==> src/rtl/keypad_pkg.sv <==
// Shared types, sizes and bit helpers for the 4x4 keypad matrix scanner.
package keypad_pkg;

  localparam int unsigned NUM_ROWS = 4;
  localparam int unsigned NUM_COLS = 4;
  localparam int unsigned KEY_W    = 4;
  localparam int unsigned FRAME_W  = NUM_ROWS * NUM_COLS;
  localparam int unsigned COL_W    = 2;
  localparam int unsigned STABLE_W = 4;

  // Key report handed to the digit/BCD logic.
  typedef struct packed {
    logic [KEY_W-1:0] code;
    logic             valid;
    logic             held;
  } key_report_t;

  // Bit position of the set bit in a one-hot vector (0 when the vector is empty).
  function automatic logic [KEY_W-1:0] onehot_index(input logic [FRAME_W-1:0] vec);
    logic [KEY_W-1:0] idx;
    idx = '0;
    for (int unsigned i = 0; i < FRAME_W; i++) begin
      if (vec[i]) begin
        idx = KEY_W'(i);
      end
    end
    return idx;
  endfunction

  // True when at most one bit of the vector is set.
  function automatic logic onehot_or_zero(input logic [FRAME_W-1:0] vec);
    return (vec & (vec - FRAME_W'(1))) == '0;
  endfunction

endpackage

==> src/rtl/scan_tick_gen.sv <==
// Free-running divider producing a one-cycle tick every TICK_CYCLES clocks.
// The tick is registered and coincides with the counter's terminal count.
module scan_tick_gen #(
  parameter int unsigned TICK_CYCLES = 4
) (
  input  logic clk,
  input  logic rst_n,
  output logic tick
);

  localparam int unsigned      CNT_W    = (TICK_CYCLES > 2) ? $clog2(TICK_CYCLES) : 1;
  localparam logic [CNT_W-1:0] CNT_LAST = CNT_W'(TICK_CYCLES - 1);
  localparam logic [CNT_W-1:0] CNT_PRE  = CNT_W'(TICK_CYCLES - 2);

  logic [CNT_W-1:0] cnt;

  // Count 0..TICK_CYCLES-1; raise tick one cycle early so it lines up with the terminal count.
  always_ff @(posedge clk) begin
    if (!rst_n) begin
      cnt  <= '0;
      tick <= 1'b0;
    end else begin
      cnt  <= (cnt == CNT_LAST) ? '0 : cnt + CNT_W'(1);
      tick <= (cnt == CNT_PRE);
    end
  end

endmodule

==> src/rtl/keypad_matrix_scanner.sv <==
// 4x4 key matrix scanner: walks one active-low column per tick, assembles
// whole-matrix frames, debounces them and reports single new key presses.
// TICK_CYCLES = CLK_FREQ/SCAN_HZ must be >= 4; DEBOUNCE_SCANS in 2..15.
module keypad_matrix_scanner
  import keypad_pkg::*;
#(
  parameter int unsigned CLK_FREQ       = 50000000,
  parameter int unsigned SCAN_HZ        = 1000,
  parameter int unsigned DEBOUNCE_SCANS = 4
) (
  input  logic                clk,
  input  logic                rst_n,
  input  logic [NUM_ROWS-1:0] row_n,
  output logic [NUM_COLS-1:0] col_n,
  output logic [KEY_W-1:0]    key_code,
  output logic                key_valid,
  output logic                key_held
);

  localparam int unsigned         TICK_CYCLES = CLK_FREQ / SCAN_HZ;
  localparam logic [STABLE_W-1:0] STABLE_MAX  = STABLE_W'(DEBOUNCE_SCANS - 1);
  localparam logic [COL_W-1:0]    LAST_COL    = COL_W'(NUM_COLS - 1);
  localparam logic [NUM_COLS-1:0] COL0_SEL    = NUM_COLS'(1);

  logic                tick;
  logic [NUM_ROWS-1:0] row_meta;
  logic [NUM_ROWS-1:0] row_sync;
  logic [COL_W-1:0]    col;
  logic [FRAME_W-1:0]  frame;
  logic [FRAME_W-1:0]  prev_frame;
  logic [FRAME_W-1:0]  committed;
  logic [STABLE_W-1:0] stable_cnt;
  key_report_t         report;

  logic [NUM_ROWS-1:0] rows_c;
  logic [FRAME_W-1:0]  frame_c;
  logic [COL_W-1:0]    col_nxt_c;
  logic                frame_done_c;
  logic                frame_eq_c;
  logic [STABLE_W-1:0] stable_nxt_c;
  logic                commit_c;
  logic                one_hot_c;
  logic                was_empty_c;
  logic [KEY_W-1:0]    bit_idx_c;
  logic [KEY_W-1:0]    code_c;

  // Column dwell timebase.
  scan_tick_gen #(
    .TICK_CYCLES(TICK_CYCLES)
  ) u_tick (
    .clk  (clk),
    .rst_n(rst_n),
    .tick (tick)
  );

  // Two-flop synchroniser for the asynchronous row lines; idle level is released (high).
  always_ff @(posedge clk) begin
    if (!rst_n) begin
      row_meta <= '1;
      row_sync <= '1;
    end else begin
      row_meta <= row_n;
      row_sync <= row_meta;
    end
  end

  // Frame assembly, debounce decision and key decode for the current tick.
  always_comb begin
    rows_c       = ~row_sync;
    frame_c      = frame;
    frame_c[col*NUM_ROWS +: NUM_ROWS] = rows_c;
    col_nxt_c    = col + COL_W'(1);
    frame_done_c = tick && (col == LAST_COL);
    frame_eq_c   = (frame_c == prev_frame);
    stable_nxt_c = '0;
    if (frame_eq_c) begin
      stable_nxt_c = (stable_cnt == STABLE_MAX) ? stable_cnt : stable_cnt + STABLE_W'(1);
    end
    commit_c     = frame_done_c && frame_eq_c && (stable_nxt_c == STABLE_MAX);
    one_hot_c    = (frame_c != '0) && onehot_or_zero(frame_c);
    was_empty_c  = (committed == '0);
    // Frame bit index is col*NUM_ROWS + row; the reported code is row*NUM_COLS + col.
    bit_idx_c    = onehot_index(frame_c);
    code_c       = KEY_W'((32'(bit_idx_c) % NUM_ROWS) * NUM_COLS + 32'(bit_idx_c) / NUM_ROWS);
  end

  // Column walk: advance the driven column on every tick.
  always_ff @(posedge clk) begin
    if (!rst_n) begin
      col   <= '0;
      col_n <= ~COL0_SEL;
    end else if (tick) begin
      col   <= col_nxt_c;
      col_n <= ~(COL0_SEL << col_nxt_c);
    end
  end

  // Capture column samples; at frame end update the stability count and commit.
  always_ff @(posedge clk) begin
    if (!rst_n) begin
      frame      <= '0;
      prev_frame <= '0;
      committed  <= '0;
      stable_cnt <= '0;
    end else if (tick) begin
      frame <= frame_c;
      if (frame_done_c) begin
        prev_frame <= frame_c;
        stable_cnt <= stable_nxt_c;
        if (commit_c) begin
          committed <= frame_c;
        end
      end
    end
  end

  // Report register: strobe only on an empty-to-single-key commit, code sticks otherwise.
  always_ff @(posedge clk) begin
    if (!rst_n) begin
      report <= '0;
    end else begin
      report.valid <= 1'b0;
      if (commit_c) begin
        report.held  <= one_hot_c;
        report.valid <= one_hot_c && was_empty_c;
        if (one_hot_c) begin
          report.code <= code_c;
        end
      end
    end
  end

  assign key_code  = report.code;
  assign key_valid = report.valid;
  assign key_held  = report.held;

endmodule
==> config.mk <==
export PLATFORM = sky130hd
export DESIGN_NAME = keypad_matrix_scanner
export DESIGN_NICKNAME = d
export VERILOG_FILES = /design/src/rtl/keypad_pkg.sv /design/src/rtl/scan_tick_gen.sv /design/src/rtl/keypad_matrix_scanner.sv
export SDC_FILE = /design/constraint.sdc
export NUM_CORES = 1
export LEC_CHECK = 0
export CAP_MARGIN = 0
export CORE_MARGIN = 2
export CORE_UTILIZATION = 37
export DETAILED_ROUTE_END_ITERATION = 7
export GPL_TIMING_DRIVEN = 0
export SLEW_MARGIN = 20
export SYNTH_ARGS = -nofsm -noshare
export SYNTH_HDL_FRONTEND = slang
export SYNTH_SLANG_ARGS = --single-unit
==> constraint.sdc <==
create_clock -name clk -period 5.34 [get_ports clk]
set_input_delay 0.534 -clock clk [delete_from_list [all_inputs] [get_ports clk]]
set_output_delay 0.534 -clock clk [all_outputs]
set_load 0.05 [all_outputs]
==> results.cfg <==
[worst_hold_path]
holdCritPathClass = flop to flop

[setup_path]
worstPathRequired_ns = 5.58
worstSetupPathType = flop to flop
cp_max_fo = 10
worstSetupEndpointType = flop
arrival_ns = 3.99
start_kind = flop

[clocking]
cts_max_path_buffers = 2
post_cts_buffers = 0
cts_sinks = 89
cts_tree = done
clk_pin_slew_ns = 0.08
ctsHoldBuffers = 0
htreeDepth = 3
clk_latency_ns = 0.36
post_cts_resized = 0
cts_buffers = 9
cts_root_buf = clkbuf_16

[global_routing]
grtUsageMet3_pct = 3.30
grt_antenna_before_repair = 0
gr-total-overflow = 0
busiest_layer = met2
grt_use_total_pct = 19.8
grt_start_max_net_pins = 16
grt_pass1_wl_um = 20600
use_met2_pct = 31.1
grt_pass1_vias = 4004
grt_use_met1_pct = 26.3

[power]
p_leak_nw = 2.40
ir_drop_mv = 0.275
swShare_pct = 22.5
pwr-share-seq_pct = 46.8
power.switching_uw = 324
p_clk_share_pct = 49.2
cellPowerDensity_mw_per_mm2 = 266
p_comb_share_pct = 4.1
internal_power_mw = 1.11

[sta]
fmax_ghz = 0.267
setup_tns_ns = 0
post-route-period-util_pct = 70.3
relSlewSlack_pct = 37.2
setup_violations = 0
drv_slew = 0
fin_skew_ns = 0.0132
fin_ws_ns = 1.59
fin_crit_ns = 3.75
hold_violations = 0
rsz0062_at_grt = no
tightest_slew_ns = 0.938

[logic_synthesis]
async_flop_share_pct = 0
avgSynthCellArea_um2 = 8.74
synth_nets = 554
ys_warn_count = 0
syn_area_mm2 = 0.00471
ys_seq_elements = 89
synth_cell_type_count = 67
ys.flop_type = dfxtp_1
seq_area_frac_synth_pct = 37.8
netlist_instances = 539
synth_edf_count = 0

[place]
port_buffers = 15
place_inst = 726
dp_hpwl_um = 9430
gp_congestion = 0.913
pre_cts_ws_ns = 1.58
postPlaceCellArea_mm2 = 0.00507

[floorplan]
die_w_um = 117
die_area_mm2 = 0.0136
start_util_pct = 37.6
io_pins = 16
fp-row-count = 41
die_y_um = 117
core_area_mm2 = 0.0125

[detailed_routing]
first_pass_iters = 5
drt_wl_total_um = 12900
vias = 4182
route.detailed.drc = 0
drtIter0Drc = 209
via_per_inst = 5.64
wl_per_cell_um = 17.4
ant_nets = 0

[run_status]
status = finished clean

[finish]
antenna-diode-count = 0
syn_to_final_growth_pct = 14.7
drive_above_1_share_pct = 9.12
mostFrequentLayoutCells = dfxtp_1, nand2_1, o211a_1
postLayoutCellArea_mm2 = 0.00540
fin_cells = 742
mostFrequentLayoutCell = dfxtp_1
nNetsFinal = 580

[flow_run]
cap_viol_max_count = 0
path summary, 6_finish.rpt:
path                    start       endpoint  slack [ns]  depth (start not counted)
setup / recovery       col[0]  committed[11]        1.59                         14
setup reg to reg       col[0]  committed[11]        1.59                         14
hold / removal    row_meta[2]    row_sync[2]        0.40                          1
hold reg to reg   row_meta[2]    row_sync[2]        0.40                          1
cells by family (layout without fill, tap and decap cells):
kind of cell,after synthesis,after routing,synth area share (%)
and+or+nand+nor,230,230,25.6
AOI/OAI and AO/OA,136,136,23.6
DFF,89,89,37.8
buffers and inverters,46,77,5.13
xor gates and xnor gates,27,27,5.02
adders and majority gates,9,9,2.39
muxes,2,2,0.425
state kept, by name, indices dropped and copies added, names as in the netlist:
name,cells
key_held,1
col_n,4
u_tick.cnt,16
key_code,4
row_sync,4
committed,16
frame,16
u_tick.tick,1
col,2
stable_cnt,4
key_valid,1
row_meta,4
prev_frame,16
cells in the mapped netlist, drive strengths merged (5+ instances only):
master  instances  area share, %
nor2b          13            1.9
o21ai          19            2.0
buf            13            2.5
and3           10            1.4
nor3           14            2.2
xnor2          17            3.2
nor4            8            1.1
inv            12           0.96
clkbuf         21            1.7
nand3          19            2.1
nand4           9            1.2
and2           11            1.5
nor2           35            2.8
a21oi          24            3.1
and4            5           0.93
o32ai           7            1.3
nand2          80            6.4
ha              9            2.4
xor2           10            1.9
nand2b         12            1.6
o211a          43            9.1
dfxtp          89             38
final cells by class:
class                           count  area (um^2)
Multi-Input combinational cell    404         2690
Inverter                           12         45.0
Buffer                             34          196
Clock buffer                       10          239
Timing Repair Buffer               15          150
Tap cell                          172          215
Clock inverter                      6         90.1
Sequential cell                    89         1780
Fill cell                        1271         7110
worst max-delay path, stage by stage (launching register included):
cell	delay [ns]
dfxtp_1	0.43
buf_6	0.17
inv_1	0.08
ha_1	0.19
buf_4	0.16
or2_2	0.28
buf_6	0.15
o32a_2	0.44
xnor2_1	0.15
a2111oi_1	0.48
nand3_2	0.19
nor3_4	0.48
buf_6	0.21
nand2_1	0.07
o211a_1	0.15
power groups by stage:
stage,Sequential (mW),Clock (mW),Combinational [mW]
floorplan,0.686,0,0.0389
global placement,0.687,0,0.0571
detailed placement,0.687,0,0.0576
CTS,0.672,0.718,0.0578
global route,0.672,0.743,0.0636
finish,0.672,0.707,0.0582
routing by layer:
layer	vias up	share of wire, %
met2	119	46
met5	-	0
met1	2036	47
met3	31	3.9
met4	0	3.5
li1	1996	-
metrics by stage:
step           util [%]  hold slack (ns)  total power [mW]
3_3_place_gp       40.5            0.394             0.744
5_1_grt            43.2            0.426              1.48
4_1_cts            43.2            0.409              1.45
2_1_floorplan         -            0.386             0.725
3_5_place_dp       40.5            0.397             0.745
6_report           43.2            0.404              1.44
Note: power is estimated with default switching activity, not from simulation.
